File: config.mk
export PLATFORM = sky130hd
export DESIGN_NAME = btn_debounce
export DESIGN_NICKNAME = d
export VERILOG_FILES = /design/src/rtl/btn_debounce.sv
export SDC_FILE = /design/constraint.sdc
export NUM_CORES = 1
export LEC_CHECK = 0
export CAP_MARGIN = 10
export CELL_PAD_IN_SITES_DETAIL_PLACEMENT = 1
export CELL_PAD_IN_SITES_GLOBAL_PLACEMENT = 2
export CORE_MARGIN = 5
export CORE_UTILIZATION = 43
export DETAILED_ROUTE_END_ITERATION = 12
export GPL_TIMING_DRIVEN = 0
export PLACE_DENSITY_LB_ADDON = 0.1
export SYNTH_ARGS = -nofsm -noshare
export SYNTH_HDL_FRONTEND = slang
export SYNTH_SLANG_ARGS = --single-unit
File: constraint.sdc
create_clock -name clk -period 3.5 [get_ports clk]
set_input_delay 0.7 -clock clk [delete_from_list [all_inputs] [get_ports clk]]
set_output_delay 0.7 -clock clk [all_outputs]
set_load 0.05 [all_outputs]
File: src/rtl/btn_debounce.sv
// Per-lane synchroniser + stability-counter debouncer with press/release strobes; optional hold-to-repeat.
// Latency: DB_CYCLES+2 cycles from raw edge to btn/strobe; no backpressure, strobes are fire-and-forget.
// Define BTN_DEBOUNCE_REPEAT_EN to build the repeat state machines; otherwise btn_repeat is tied to 0.
module btn_debounce #(
  parameter int NUM_BTN       = 8,
  parameter int DB_CYCLES     = 50000,
  parameter int CNT_W         = 16,
  parameter bit ACTIVE_LOW    = 1'b0,
  parameter int REPEAT_DELAY  = 8000000,
  parameter int REPEAT_PERIOD = 2000000,
  parameter int RPT_W         = 24
) (
  input  logic               clk,
  input  logic               rst_n,
  input  logic [NUM_BTN-1:0] btn_raw,
  output logic [NUM_BTN-1:0] btn,
  output logic [NUM_BTN-1:0] btn_press,
  output logic [NUM_BTN-1:0] btn_release,
  output logic [NUM_BTN-1:0] btn_repeat
);

  // Terminal compares must fit their counters, otherwise a count would wrap instead of firing.
  if (DB_CYCLES < 2 || 64'(DB_CYCLES) >= (64'd1 << CNT_W)) begin : g_bad_db
    $error("btn_debounce: DB_CYCLES out of range for CNT_W");
  end
  if (REPEAT_DELAY < 1 || REPEAT_PERIOD < 1 ||
      64'(REPEAT_DELAY) >= (64'd1 << RPT_W) || 64'(REPEAT_PERIOD) >= (64'd1 << RPT_W)) begin : g_bad_rpt
    $error("btn_debounce: repeat timing out of range for RPT_W");
  end

`ifdef BTN_DEBOUNCE_REPEAT_EN
  typedef enum logic [1:0] {
    RPT_IDLE,
    RPT_DELAY,
    RPT_PERIOD
  } rpt_state_t;
`endif

  for (genvar i = 0; i < NUM_BTN; i++) begin : g_lane
    logic             s1;
    logic             s2;
    logic             lvl;
    logic             press_q;
    logic             rel_q;
    logic [CNT_W-1:0] cnt;
    logic             accept;
    logic             press_evt;
    logic             rel_evt;

    assign accept    = (s2 != lvl) && (cnt == CNT_W'(DB_CYCLES - 1));
    assign press_evt = accept && s2;
    assign rel_evt   = accept && !s2;

    always_ff @(posedge clk or negedge rst_n) begin
      if (!rst_n) begin
        s1      <= 1'b0;
        s2      <= 1'b0;
        lvl     <= 1'b0;
        press_q <= 1'b0;
        rel_q   <= 1'b0;
        cnt     <= '0;
      end else begin
        s1      <= btn_raw[i] ^ ACTIVE_LOW;
        s2      <= s1;
        press_q <= press_evt;
        rel_q   <= rel_evt;
        // Any sample matching the accepted level restarts the stability window.
        if (s2 == lvl) begin
          cnt <= '0;
        end else if (accept) begin
          lvl <= s2;
          cnt <= '0;
        end else begin
          cnt <= cnt + 1'b1;
        end
      end
    end

    assign btn[i]         = lvl;
    assign btn_press[i]   = press_q;
    assign btn_release[i] = rel_q;

`ifdef BTN_DEBOUNCE_REPEAT_EN
    rpt_state_t       st;
    logic [RPT_W-1:0] rc;
    logic             rpt_q;

    // Keys off the accept event rather than the registered strobe so the first
    // repeat lands exactly REPEAT_DELAY cycles after the press strobe.
    always_ff @(posedge clk or negedge rst_n) begin
      if (!rst_n) begin
        st    <= RPT_IDLE;
        rc    <= '0;
        rpt_q <= 1'b0;
      end else begin
        rpt_q <= 1'b0;
        if (press_evt) begin
          st <= RPT_DELAY;
          rc <= '0;
        end else if (rel_evt || !lvl) begin
          st <= RPT_IDLE;
          rc <= '0;
        end else begin
          case (st)
            RPT_DELAY: begin
              if (rc == RPT_W'(REPEAT_DELAY - 1)) begin
                rpt_q <= 1'b1;
                st    <= RPT_PERIOD;
                rc    <= '0;
              end else begin
                rc <= rc + 1'b1;
              end
            end
            RPT_PERIOD: begin
              if (rc == RPT_W'(REPEAT_PERIOD - 1)) begin
                rpt_q <= 1'b1;
                rc    <= '0;
              end else begin
                rc <= rc + 1'b1;
              end
            end
            default: begin
              st <= RPT_IDLE;
              rc <= '0;
            end
          endcase
        end
      end
    end

    assign btn_repeat[i] = rpt_q;
`else
    assign btn_repeat[i] = 1'b0;
`endif
  end

endmodule

; ---- Word level (Yosys, flattened, before mapping)
; Cells that the tools add are included.
[totals]
reg_bits = 168
input_bits = 10
out_inout_bits = 32
word_cells = 144
[op_classes]
add_sub_neg = 8
n_eq_ne = 24
n_mux = 16
bitwise_logic = 8
reduce_logical = 40
[ops]
columns = op, n
row1 = 2-to-1 mux 16 bit, 16
row2 = adder 16 x 1 -> 16 bit (second input constant), 8
row3 = equality test 16 bit (second input constant), 8
row4 = logical AND 1 bit, 24
row5 = AND reduction 2 bit, 8
row6 = equality test 1 bit, 8
row7 = logical NOT 1 bit, 8
row8 = inequality test 1 bit, 8
row9 = NOT 1 bit, 8

; ---- Depth between registers and ports, before layout
[logic_depth]
depth_word = 4
ltp_mapped = 6
ltp_nobuf = 5

; ---- Least setup slack after synthesis
; OpenSTA, ideal clock, no wires.
[synth_timing]
kind = flip-flop to flip-flop
start = register g_lane[0].cnt[10]
end = register g_lane[0].lvl
setup_ns = 0.125
arrival_ns = 1.646
required_ns = 3.375
setup_slack_ns = 1.729
path_stages_with_launch = 4
n_path_buf = 0
synth_period_minus_slack_ns = 1.771
path_cell_list = dfrtp_1 or3_1 or4_4 mux2_4
[synth_via]
elab_chain_cells = 3
[synth_rtl]
columns = element, line
row1 = "start, declared", 45  ; logic [CNT_W-1:0] cnt;
row2 = "start signal, assigned", 74  ; cnt <= cnt + 1'b1;
row3 = equality test 16 bit, 50  ; assign accept = (s2 != lvl) && (cnt == CNT_W'(DB_CYCLES - 1));
row4 = logical AND 1 bit, 50
row5 = AND reduction 2 bit (no line), n/a
row6 = "end signal, assigned", 58  ; lvl <= 1'b0;
row7 = "end signal, assigned", 71  ; lvl <= s2;
row8 = "end, declared", 42  ; logic lvl;
; Every way passes these cells.
; A chain may end at the register's enable or synchronous reset.

; ---- Worst setup path after layout
[layout_timing]
start = register g_lane[1].lvl
end = output btn[1]
[layout_lines]
columns = element, line
row1 = "start, declared", 42
row2 = "start signal, assigned", 58
row3 = "start signal, assigned", 71
row4 = "end, declared", 16  ; output logic [NUM_BTN-1:0] btn,
; No word-level cell between the ends.

==> run_results.csv <==
group,metric,value,unit
timing,fmax,404,MHz
synth,synthAdderAreaFrac,0.0129,
finish,fillCellCount,1973,
clock_tree,cts_setup_buffers,0,
synth,synth-main-ff-cell,"dfrtp_1",
timing,clock_skew,0.00808,ns
power,leakagePower,3.69,nW
clock_tree,cts_tree,"built",
clock_tree,cts_sinks,168,
drt,vias,5346,
synth,synth.avg_cell_area,10.5,um^2
drt,route.detailed.drc,0,
synth,synth_edf_count,0,
critical_path,critical_path_arrival,1.78,ns
clock_tree,insertion_delay,0.43,ns
placed_design,placed_area,0.00841,mm^2
critical_path,cp_slowest_cell,"clkdlybuf4s50_1",
placed_design,dpl.hpwl,10.8,mm
timing,relSlewSlack,0.588,
timing,finalSetupViolations,0,
finish,antenna_cells,0,
hold_path,hp-class,"primary input to async pin",
critical_path,worstPathRequired,2.80,ns
floorplan,core,0.0178,mm^2
clock_tree,clock_path_buffers,2,
critical_path,cpPeakStageDelay,0.79,ns
drt,first_iter_violations,182,
critical_path,crit_chain,"buf_4 -> clkdlybuf4s50_1",
synth,yosys_warnings,0,
global_routing,grt_pass1_wl,28.0,mm
placed_design,gp_congestion,0.768,
clock_tree,cts-resized-gates,0,
drt,drtPass1Iterations,4,
timing,tightestPinTransition,0.611,ns
synth,synth_compound_area_frac,0.0112,
finish,regArea,0.00420,mm^2
floorplan,die_x,144,um
clock_tree,cts_buffers,17,
synth,synthSimpleGateAreaFrac,0.237,
synth,synth_top_family_by_area,"simple AND/OR/NAND/NOR gates",
placed_design,dpl.cell_count,1007,
drt,via_per_inst,5.15,
placed_design,io_buffers,33,
synth,yosys_register_bits,168,
clock_tree,postCtsHoldBufs,0,
floorplan,row_count,49,
clock_tree,path_clk_slew,0.07,ns
global_routing,track_usage,0.166,
global_routing,grt_pass1_vias,5892,
clock_tree,htree_levels,4,
critical_path,crit_type,"flip-flop to primary output",
critical_path,startpoint_type,"flip-flop",
synth,synth_xor_area_frac,0.136,
finish,drive_gt1_frac,0.106,
power,pwr_density_cell,452,mW/mm^2
critical_path,crit_family,"buffers and inverters",
floorplan,dieArea,0.0208,mm^2
global_routing,grt_max_degree,104,
drt,wl_per_cell,15.4,um
finish,fin_nets,815,
critical_path,worstPathMaxFanout,5,
clock_tree,clock_tree.root_cell,"clkbuf_16",
drt,wl,16.0,mm
finish,layout.cells.non_filler,1039,
critical_path,critPathCaptureType,"primary output",
timing,maxSlewViolCount,0,
synth,ys_seq_area_frac,0.544,
timing,rsz0062_at_grt,"false",
global_routing,grt_remaining_overflow,0,
synth,async_reset_ff_frac,1.00,
power,vdd_ir_drop_max,0.000337,V
synth,synthDistinctLibCells,29,
synth,syn_inst,737,
synth,syn_area,0.00773,mm^2
finish,fin_area,0.00900,mm^2
floorplan,fp.dieH,144,um
timing,fin_crit,2.48,ns
timing,report.final.hold_viol_count,0,
run_status,status,"complete, no violations",
global_routing,antenna_found_initial,0,
synth,synthMuxAreaShare,0.0126,
job,cap_violations,0,
floorplan,start_util,0.433,
floorplan,ioPinCount,42,
timing,fin_crit_sh,0.708,
finish,multi_input_area,0.00320,mm^2
drt,detail-route-antenna-nets,0,
finish,areaGrowthSynthToFinish,16.5,%
critical_path,crit_buf_inv,2,
-- cells by family after synthesis --
group	Yosys count
flip-flops	168
buffers and inverters	61
AO/OA/AOI/OAI	6
AND/OR/NAND/NOR	365
adder cells (fa/ha/maj)	8
other	1
multiplexers	8
XOR/XNOR	120
-- final cells by class --
class                   count  share of cell area
clock inverters            14              0.0176
flip-flops and latches    168               0.467
repair buffers             34              0.0403
plain buffers              40              0.0310
inverters                  21             0.00875
multi-input cells         515               0.355
well taps                 229              0.0318
clock buffers              18              0.0488
-- layout by cell type, fill, tap and decap left out, drive strengths merged, types with 13 or more instances in the layout --
cell type	n
clkdlybuf4s50	32
nand4	28
nor4	36
nor3b	17
xor2	23
nor3	24
inv	29
nor2	151
clkbuf	21
xnor2	97
buf	39
nand2	28
and3	13
dfrtp	168
nand3	48
-- worst reg2reg max path, delay by kind of cell, from the launching register on --
kind | cells | cell delay, ns
adder cells (fa/ha/maj) | 1 | 0.21
buffers and inverters | 1 | 0.34
AND/OR/NAND/NOR | 2 | 0.38
AO/OA/AOI/OAI | 1 | 0.67
flip-flops | 1 | 0.41
-- stage by stage --
step / power [mW] / setup slack [ns] / util / TNS, ns / hold slack, ns
2_1_floorplan: 2.11 / 1.73 / - / 0 / 0.331
3_3_place_gp: 2.18 / -5.03 / 0.469 / -843.08 / 0.336
3_5_place_dp: 2.19 / 1.35 / 0.471 / 0 / 0.336
4_1_cts: 4.13 / 0.987 / 0.505 / 0 / 0.216
5_1_grt: 4.23 / 0.957 / 0.505 / 0 / 0.235
6_report: 4.07 / 1.02 / 0.505 / 0 / 0.204
-- cells in the mapped netlist (5+ instances only) --
| cell type | instances | area [um^2] |
|---|---|---|
| dfrtp_1 | 168 | 4200 |
| nor2_1 | 151 | 567 |
| xnor2_1 | 97 | 850 |
| nand3_1 | 48 | 240 |
| nor4_1 | 36 | 225 |
| buf_4 | 33 | 248 |
| nand2_1 | 28 | 105 |
| nand4_1 | 28 | 175 |
| nor3_1 | 24 | 120 |
| xor2_1 | 23 | 201 |
| inv_1 | 21 | 78.8 |
| nor3b_1 | 17 | 128 |
| and3_1 | 13 | 81.3 |
| ha_1 | 8 | 100 |
| o41ai_2 | 5 | 81.3 |
| or4_4 | 5 | 56.3 |
-- power breakdown --
group	switching [mW]	total [mW]	internal [mW]
combinational	0.101	0.149	0.0484
clock	0.826	1.91	1.09
sequential	0.0325	2.01	1.97
-- worst paths after layout --
check / start / endpoint / slack [ns] / cells after the start
max: g_lane[1].lvl$_DFFE_PN0P_ / btn[1] / 1.02 / 2
min: rst_n / g_lane[5].cnt[13]$_DFF_PN0_ / 0.20 / 1
max reg2reg: g_lane[1].cnt[0]$_DFF_PN0_ / g_lane[1].cnt[8]$_DFF_PN0_ / 1.37 / 5
min reg2reg: g_lane[3].s1$_DFF_PN0_ / g_lane[3].s2$_DFF_PN0_ / 0.35 / 0
max in group asynchronous: rst_n / g_lane[2].cnt[15]$_DFF_PN0_ / 2.41 / 2
min in group clk: g_lane[3].s1$_DFF_PN0_ / g_lane[3].s2$_DFF_PN0_ / 0.35 / 0
-- flip-flops by register name, indices dropped and copies added (netlist names) --
| signal | count |
|---|---|
| g_lane.lvl | 8 |
| g_lane.press_q | 8 |
| g_lane.cnt | 128 |
| g_lane.s2 | 8 |
| g_lane.rel_q | 8 |
| g_lane.s1 | 8 |
-- routing by layer --
| metal | vias up | wire length, um | GRT usage |
|---|---|---|---|
| li1 | 2598 | - | - |
| met1 | 2686 | 7350 | 0.213 |
| met2 | 46 | 8030 | 0.280 |
| met3 | 16 | 402 | 0.0407 |
| met4 | 0 | 199 | 0.0500 |
| met5 | - | 0 | 0 |
(Power assumes the default switching activity.)
